===== config.mk =====
export PLATFORM = sky130hd
export DESIGN_NAME = mem_bus_arbiter
export DESIGN_NICKNAME = d
export VERILOG_FILES = /design/src/rtl/mem_bus_pkg.sv /design/src/rtl/rr_arbiter.sv /design/src/rtl/mem_bus_arbiter.sv
export SDC_FILE = /design/constraint.sdc
export NUM_CORES = 1
export LEC_CHECK = 0
export CAP_MARGIN = 20
export CELL_PAD_IN_SITES_DETAIL_PLACEMENT = 1
export CELL_PAD_IN_SITES_GLOBAL_PLACEMENT = 1
export CORE_AREA = 2 2 159 161
export DETAILED_ROUTE_END_ITERATION = 10
export DIE_AREA = 0 0 161 163
export GPL_ROUTABILITY_DRIVEN = 0
export HOLD_SLACK_MARGIN = 0.02
export PLACE_DENSITY_LB_ADDON = 0.1
export SLEW_MARGIN = 20
export SYNTH_ARGS = -nofsm -noshare
export SYNTH_HDL_FRONTEND = slang
export SYNTH_HIERARCHICAL = 1
export SYNTH_SLANG_ARGS = --single-unit
export TNS_END_PERCENT = 100

===== constraint.sdc =====
create_clock -name clock -period 11.8 [get_ports clock]
set_input_delay 1.18 -clock clock [delete_from_list [all_inputs] [get_ports clock]]
set_output_delay 1.18 -clock clock [all_outputs]
set_load 0.01 [all_outputs]

===== src/rtl/mem_bus_pkg.sv =====
// Shared MemoryBus types and default bus widths for the arbiter slice.
package mem_bus_pkg;

  localparam int DATA_W_DEF = 24;
  localparam int ADDR_W_DEF = 32;
  localparam int ID_W_DEF   = 8;

  typedef struct packed {
    logic [ID_W_DEF-1:0]   id;
    logic [ADDR_W_DEF-1:0] address;
    logic [DATA_W_DEF-1:0] data;
    logic                  write;
  } mem_req_t;

  typedef struct packed {
    logic [ID_W_DEF-1:0]   id;
    logic [DATA_W_DEF-1:0] data;
  } mem_rsp_t;

endpackage


===== src/rtl/rr_arbiter.sv =====
// Round-robin arbiter: combinational one-hot grant from a rotating pointer,
// pointer moves past the winner whenever a grant is issued.
module rr_arbiter #(
  parameter  int N  = 4,
  localparam int IW = $clog2(N)
) (
  input  logic          clock,
  input  logic          reset,
  input  logic [N-1:0]  request,
  input  logic          advance,
  output logic [N-1:0]  grant,
  output logic [IW-1:0] grantIndex
);

  logic [IW-1:0] ptr_q, ptr_d;
  logic [IW-1:0] cand;
  logic          found;
  int            sum;

  always_comb begin
    found      = 1'b0;
    grantIndex = '0;
    grant      = '0;
    cand       = '0;
    sum        = 0;
    for (int i = 0; i < N; i++) begin
      sum  = int'(ptr_q) + i;
      if (sum >= N) sum = sum - N;
      cand = IW'(sum);
      if (!found && request[cand]) begin
        found      = 1'b1;
        grantIndex = cand;
      end
    end
    if (advance && found) grant[grantIndex] = 1'b1;
  end

  always_comb begin
    ptr_d = ptr_q;
    if (advance && found)
      ptr_d = (grantIndex == IW'(N-1)) ? '0 : grantIndex + IW'(1);
  end

  always_ff @(posedge clock) begin
    if (reset) ptr_q <= '0;
    else       ptr_q <= ptr_d;
  end

endmodule


===== src/rtl/mem_bus_arbiter.sv =====
// Shares one MemoryBus port between NUM_PORTS requesters; responses routed by ID.
// Optional MEM_BUS_ARBITER_PERF_EN adds grant and stall counters.
module mem_bus_arbiter
  import mem_bus_pkg::*;
#(
  parameter int NUM_PORTS       = 4,
  parameter int DATA_WIDTH      = DATA_W_DEF,
  parameter int ADDRESS_WIDTH   = ADDR_W_DEF,
  parameter int MASTER_ID_WIDTH = ID_W_DEF,
  parameter logic [MASTER_ID_WIDTH-1:0] ID_BASE = MASTER_ID_WIDTH'(4),
  parameter int IDS_PER_PORT    = 4
) (
  input  logic                                 clock,
  input  logic                                 reset,
  input  logic [NUM_PORTS*MASTER_ID_WIDTH-1:0] rqID,
  input  logic [NUM_PORTS*ADDRESS_WIDTH-1:0]   rqAddress,
  input  logic [NUM_PORTS*DATA_WIDTH-1:0]      rqData,
  input  logic [NUM_PORTS-1:0]                 rqWrite,
  input  logic [NUM_PORTS-1:0]                 rqValid,
  output logic [NUM_PORTS-1:0]                 rqTaken,
  output logic [DATA_WIDTH-1:0]                rsData,
  output logic [MASTER_ID_WIDTH-1:0]           rsID,
  output logic [NUM_PORTS-1:0]                 rsValid,
  input  logic [NUM_PORTS-1:0]                 rsTaken,
  output logic [MASTER_ID_WIDTH-1:0]           msID,
  output logic [ADDRESS_WIDTH-1:0]             msAddress,
  output logic [DATA_WIDTH-1:0]                msData,
  output logic                                 msWrite,
  output logic                                 msValid,
  input  logic                                 msTaken,
  input  logic [MASTER_ID_WIDTH-1:0]           smID,
  input  logic [DATA_WIDTH-1:0]                smData,
  input  logic                                 smValid,
  output logic                                 smTaken,
  output logic                                 idError
`ifdef MEM_BUS_ARBITER_PERF_EN
  ,
  output logic [NUM_PORTS*16-1:0]              grantCount,
  output logic [15:0]                          stallCycles
`endif
);

  localparam int PIW = $clog2(NUM_PORTS);
  localparam int SH  = $clog2(IDS_PER_PORT);

  logic [NUM_PORTS-1:0]       grant;
  logic [PIW-1:0]             gidx;
  logic                       load;
  logic                       msValid_q, msValid_d;
  logic [MASTER_ID_WIDTH-1:0] msID_q, msID_d;
  logic [ADDRESS_WIDTH-1:0]   msAddress_q, msAddress_d;
  logic [DATA_WIDTH-1:0]      msData_q, msData_d;
  logic                       msWrite_q, msWrite_d;

  // The output register may accept a new request when empty or draining this cycle.
  assign load = !msValid_q || msTaken;

  rr_arbiter #(.N(NUM_PORTS)) u_arb (
    .clock      (clock),
    .reset      (reset),
    .request    (rqValid),
    .advance    (load && !reset),
    .grant      (grant),
    .grantIndex (gidx)
  );

  assign rqTaken = grant;

  always_comb begin
    msValid_d   = msValid_q;
    msID_d      = msID_q;
    msAddress_d = msAddress_q;
    msData_d    = msData_q;
    msWrite_d   = msWrite_q;
    if (load) begin
      msValid_d = |grant;
      if (|grant) begin
        msID_d      = rqID[int'(gidx)*MASTER_ID_WIDTH +: MASTER_ID_WIDTH];
        msAddress_d = rqAddress[int'(gidx)*ADDRESS_WIDTH +: ADDRESS_WIDTH];
        msData_d    = rqData[int'(gidx)*DATA_WIDTH +: DATA_WIDTH];
        msWrite_d   = rqWrite[gidx];
      end
    end
  end

  always_ff @(posedge clock) begin
    if (reset) msValid_q <= 1'b0;
    else       msValid_q <= msValid_d;
  end

  always_ff @(posedge clock) begin
    msID_q      <= msID_d;
    msAddress_q <= msAddress_d;
    msData_q    <= msData_d;
    msWrite_q   <= msWrite_d;
  end

  assign msValid   = msValid_q;
  assign msID      = msID_q;
  assign msAddress = msAddress_q;
  assign msData    = msData_q;
  assign msWrite   = msWrite_q;

  logic [MASTER_ID_WIDTH-1:0] rsOff, rsOwner;
  logic                       owned;
  logic                       idError_q, idError_d;

  // IDS_PER_PORT is a power of two, so the owner lookup is a subtract and shift.
  assign rsOff   = smID - ID_BASE;
  assign rsOwner = rsOff >> SH;
  assign owned   = (smID >= ID_BASE) && (rsOwner < MASTER_ID_WIDTH'(NUM_PORTS));
  assign rsID    = smID;
  assign rsData  = smData;

  always_comb begin
    rsValid = '0;
    smTaken = smValid && !owned;
    for (int p = 0; p < NUM_PORTS; p++) begin
      if (owned && rsOwner == MASTER_ID_WIDTH'(p)) begin
        rsValid[p] = smValid;
        smTaken    = smValid && rsTaken[p];
      end
    end
  end

  assign idError_d = idError_q || (smValid && !owned);

  always_ff @(posedge clock) begin
    if (reset) idError_q <= 1'b0;
    else       idError_q <= idError_d;
  end

  assign idError = idError_q;

`ifdef MEM_BUS_ARBITER_PERF_EN
  function automatic logic [15:0] sat_inc(input logic [15:0] v);
    return (&v) ? v : v + 16'd1;
  endfunction

  logic [15:0] grantCnt_q [NUM_PORTS];
  logic [15:0] stall_q;

  always_ff @(posedge clock) begin
    if (reset) begin
      for (int p = 0; p < NUM_PORTS; p++) grantCnt_q[p] <= '0;
      stall_q <= '0;
    end else begin
      for (int p = 0; p < NUM_PORTS; p++)
        if (grant[p]) grantCnt_q[p] <= sat_inc(grantCnt_q[p]);
      if (msValid_q && !msTaken) stall_q <= sat_inc(stall_q);
    end
  end

  always_comb begin
    grantCount = '0;
    for (int p = 0; p < NUM_PORTS; p++) grantCount[p*16 +: 16] = grantCnt_q[p];
  end

  assign stallCycles = stall_q;
`endif

endmodule


* Word-level counts from Yosys, hierarchy flattened *
Cells that the tools add are included.

operators by class
  $mul = 1
  $lt $le $gt $ge = 12
  div/mod/pow operators = 0
  reductions and logical operators = 27
  mux-type cells = 34
  $add $sub $neg = 9
  bitwise logic cells = 0
  eq/ne operators = 4
  shift operators = 3

operators by type and width
  operator             number
  $shiftx 128x8->32    1
  $shiftx 96x8->24     1
  $shiftx 32x6->8      1
  $mux 1               18
  $mux 2               9
  $logic_and 1x1->1    16
  $lt 2x3->1 const B   5
  $eq 6x2->1 const B   2
  $bmux 1 s2           5
  $ge 3x3->1 const B   3
  $ge 8x3->1 const B   1
  $logic_not 8->1      1
  $sub 2x1->2 const B  4
  $sub 8x3->8 const B  1
  $add 2x2->3 const B  2
  $eq 6x1->1 const B   1
  $logic_not 1->1      6
  $lt 6x3->1 const B   1
  $mul 2x2->4 const B  1
  $mux 4               1
  $reduce_or 4->1      1
  $add 2x1->3 const B  1
  $ge 2x3->1 const B   1
  $add 2x1->2 const B  1
  5 further kinds      6

word-level totals
  bits in latches = 0
  bits in read-only memories = 0
  memories kept = 0
  flip-flop bits (word level) = 69
  bits in writable memories = 0
  output and inout bits = 108

* Logic depth before layout (Yosys ltp) *
  depth in word-level cells = 21
  gate-level depth with buffers = 9
  mapped depth without buffers = 9

* Hierarchy *
The synthesis kept the hierarchy.

modules (own cells, without submodules)
  module           times used  area each (um2)  cells an instance
  mem_bus_arbiter  1           4025.1           206
  rr_arbiter       1           270.3            32

* Worst setup path after synthesis *
OpenSTA, ideal clock, no wires.

  path type = input to register
  start point = input rqValid[2]
  end point = register msAddress_q[0], in the netlist msAddress[0] (enable)
  arrival time = 4998 ps
  path buffers = 0
  stages on the path = 7
  slack = 6313 ps
  cells stage by stage = mux2i_1 > nor2_1 > nor4_2 > ha_1 > and2_1 > nor4_1 > nor2_1

between the ends
  longest elaborated chain between the ends = 19

ends and longest elaborated chain
  what                                                                   line                   text
  start: declaration                                                     mem_bus_arbiter.sv:19  input logic [NUM_PORTS-1:0] rqValid,
  $bmux 1 s2                                                             rr_arbiter.sv:30       if (!found && request[cand]) begin
  $mux 1 (not written as such)                                           rr_arbiter.sv:30
  $mux 1                                                                 rr_arbiter.sv:30
  $logic_not 1->1                                                        rr_arbiter.sv:30
  $logic_and 1x1->1                                                      rr_arbiter.sv:30
  $mux 1                                                                 rr_arbiter.sv:30
  $logic_not 1->1                                                        rr_arbiter.sv:30
  $logic_and 1x1->1                                                      rr_arbiter.sv:30
  (+4 left out)                                                          --
  via gidx[0]                                                            mem_bus_arbiter.sv:47  logic [PIW-1:0] gidx;
  $lt 2x3->1 (not written as such) / $ge 2x1->1 (equally long branches)  rr_arbiter.sv:35       if (advance && found) grant[grantIndex] = 1'b1;
  $logic_and 1x1->1 (not written as such)                                rr_arbiter.sv:35
  $mux 1 (not written as such)                                           rr_arbiter.sv:35
  $demux 1 s2 (*)                                                        --
  $mux 4 (*)                                                             rr_arbiter.sv:35
  via rqTaken[1]                                                         mem_bus_arbiter.sv:20  output logic [NUM_PORTS-1:0] rqTaken,
  $reduce_or 4->1 (*)                                                    mem_bus_arbiter.sv:77  if (|grant) begin
  $reduce_and 2->1 (no source line) (*)                                  --
  end signal: assignment                                                 mem_bus_arbiter.sv:93  msAddress_q <= msAddress_d;
  end: declaration                                                       mem_bus_arbiter.sv:51  logic [ADDRESS_WIDTH-1:0] msAddress_q, msAddress_d;

The timed path passes the listed nets; every way through them passes the cells marked *. The select of a mux whose other input is x is not followed.
A chain may end at the register's enable or synchronous reset.

* Worst setup path in the final report *
  start point = input rqValid[3]
  end point = output rqTaken[0]

between the ends
  longest elaborated chain between the ends = 17

ends and longest elaborated chain
  what                                                                   line
  $bmux 1 s2                                                             rr_arbiter.sv:30
  $mux 1 (not written as such)                                           rr_arbiter.sv:30
  $mux 1                                                                 rr_arbiter.sv:30
  $logic_not 1->1                                                        rr_arbiter.sv:30
  $logic_and 1x1->1                                                      rr_arbiter.sv:30
  $mux 1                                                                 rr_arbiter.sv:30
  $logic_not 1->1                                                        rr_arbiter.sv:30
  $logic_and 1x1->1                                                      rr_arbiter.sv:30
  (+2 left out)                                                          --
  $logic_and 1x1->1                                                      rr_arbiter.sv:30
  $mux 2 (*)                                                             rr_arbiter.sv:30
  via gidx[0]                                                            mem_bus_arbiter.sv:47
  $lt 2x3->1 (not written as such) / $ge 2x1->1 (equally long branches)  rr_arbiter.sv:35
  $logic_and 1x1->1 (not written as such)                                rr_arbiter.sv:35
  $mux 1 (not written as such)                                           rr_arbiter.sv:35
  $demux 1 s2 (*)                                                        --
  $mux 4 (*)                                                             rr_arbiter.sv:35
  end: declaration                                                       mem_bus_arbiter.sv:20

Marked as above.

==> out/results.tsv <==
metric	value	unit
status	finished, final reports clean	
drc_errors	0	
num_vias	3670	
antenna_found_initial	4	
holdCritPathClass	register to register	
rows	58	
drt-wirelength-per-cell	20.7	microns
grt_first_pass_wirelength	27.1	mm
stdcell_count	900	
syn_avg_cell_area	18.0	sq um
synth_area	4300	sq um
finalSetupTns	0	ps
yosys.area.top_type	edfxtp_1	
power.density	128	nW/um^2
cts_hold_buf	0	
post-route-period-util	49.7	%
grt_overflow_total	0	
grtUsageMet3	5.63	%
grt.met2_usage	25.8	%
start_util	17.4	%
finalWirelength	18.7	mm
irDropWorstVdd	69.5	uV
nFillCells	2630	
synth_seq_cells	69	
cts_buffers	9	
tritoncts	built	
first_iter_violations	141	
avgViaCountPerCell	4.08	
ioPinCount	412	
path_clk_slew	60	ps
cts_max_level	3	
drive_gt1_share	15.5	%
post_cts_resized	0	
clock_sinks	69	
dp_hpwl	14.7	mm
ys_seq_area_share	47.3	%
cts_root_buf	clkbuf_16	
dr.pass1.iters	4	
synthDominantCellAreaShare	45.4	%
cp-start-kind	input pin	
grt_busiest_layer	met2	
synth_fp_nets	546	
crit_arrival	4690	ps
crit_fanout	38	
grt_usage	14.1	%
slew-limit-headroom	28.1	%
postRouteAntennaNets	0	
leakagePower	2.75	nW
fmax	0.170	GHz
synthTopCellsByArea	edfxtp_1 45%, mux4_2 34%, buf_4 5.8%, buf_12 2.3%, dfxtp_1 1.9%	
fin_skew	4.10	ps
slew_violations	0	
grt_max_degree	69	
io_buffers	359	
hold_viol	0	
tightest_slew	1080	ps
drv_cap	0	
power	1.05	mW
synthCells	238	
dpl.cell_count	883	
ys.warnings.count	6	
clk_path_buf_depth	2	
clkLatencyLatePin	330	ps
die_area	26200	sq um
die_y	163	microns
core_area	24700	sq um
path_class	input pin to primary output	
post-cts-setup-buffers	0	
grt_pass1_vias	4123	
setup_viol	0	
fin_nets	872	
layout-area-overhead-vs-synth	91.6	%
ys_types	33	
critical_path_required	10620	ps
met1_usage	14.8	%
end_kind	primary output	
rsz0062_at_grt	no	
min_period	5870	ps
die_width	161	microns
## power breakdown
group | total, mW | switching (mW) | internal (mW)
Clock | 0.265 | 0.105 | 0.161
Combinational | 0.421 | 0.163 | 0.258
Sequential | 0.364 | 0.0151 | 0.349
Total | 1.05 | 0.283 | 0.768
## worst paths after layout
kind                                     start  slack [ps]      endpoint  depth (start not counted)
worst max register to register  u_arb/ptr_q[1]        7380  msAddress[8]                         11
worst max-delay path                rqValid[3]        5930    rqTaken[0]                         10
worst min-delay path                   idError         450       idError                          2
worst min register to register         idError         450       idError                          2
## state kept, by name (all words and copies together), names as in the netlist
name	cells
idError	1
msAddress	32
msData	24
msID	8
msValid	1
msWrite	1
u_arb/ptr_q	2
## kinds of logic (layout without fill, tap and decap cells)
group	Yosys count	in the layout	share of synthesized area, %
buf+inv	53	382	9.79
other cells	0	3	0
mux	69	69	35.0
fa+ha+maj	4	4	1.17
compound gates	11	11	2.01
simple gates	32	32	4.69
flops	69	69	47.3
## routing by layer
metal | vias up | share of wire (%)
li1 | 1627 | -
met1 | 1795 | 35
met2 | 227 | 53
met3 | 21 | 11
met4 | 0 | 1.6
met5 | - | 0
## cell usage after synthesis (all sizes together)
cell type  number
edfxtp         65
mux4           65
buf            46
nor2            8
inv             6
nor3            6
a21oi           4
and2            4
dfxtp           4
ha              4
mux2i           3
nor2b           3
nor4            3
nand2           2
nand2b          2
o21a            2
a211oi          1
and4            1
clkbuf          1
mux2            1
nand3b          1
nor3b           1
o21ai           1
o22a            1
o31ai           1
o41ai           1
or3             1
## stage by stage
step / utilization (%) / setup slack (ps) / hold slack (ps) / cell area [sq um]
2_1_floorplan: - / 6310 / 463 / 4300
3_3_place_gp: 32.2 / 5920 / 439 / 7950
3_5_place_dp: 32.2 / 5800 / 455 / 7950
4_1_cts: 33.3 / 5800 / 459 / 8220
5_1_grt: 33.3 / 5550 / 482 / 8220
6_report: 33.4 / 5930 / 452 / 8230
## cell usage in the layout, fill, tap and decap left out, types with 2 or more instances in the layout
cell type,count
clkdlybuf4s50_1,359
mux4_2,65
edfxtp_1,65
clkbuf_16,9
nor2_1,7
nor3_1,6
inv_1,6
a21oi_1,4
dfxtp_1,4
and2_1,4
ha_1,4
diode_2,3
mux2i_1,3
buf_4,3
nor2b_1,2
nand2_1,2
o21a_1,2
clkbuf_1,2
nand2b_1,2
nor4_4,2
## critical path, cell delays in order
cell and delay, ps:
clkdlybuf4s50_1 600, nand2b_1 140, a21oi_1 110, nor4_4 280
buf_4 530, buf_4 710, inv_1 160, ha_1 240
and2_1 150, clkdlybuf4s50_1 480
## cell type report
cell class                      instances  area, sq um  area share, %
Timing Repair Buffer                  362         3620           43.9
Multi-Input combinational cell        116         1870           22.7
Antenna cell                            3         7.51         0.0912
Clock inverter                          3         38.8          0.471
Clock buffer                           11          233           2.83
Tap cell                              330          413           5.02
Sequential cell                        69         2030           24.7
Inverter                                6         22.5          0.274
(Power assumes the default switching activity.)
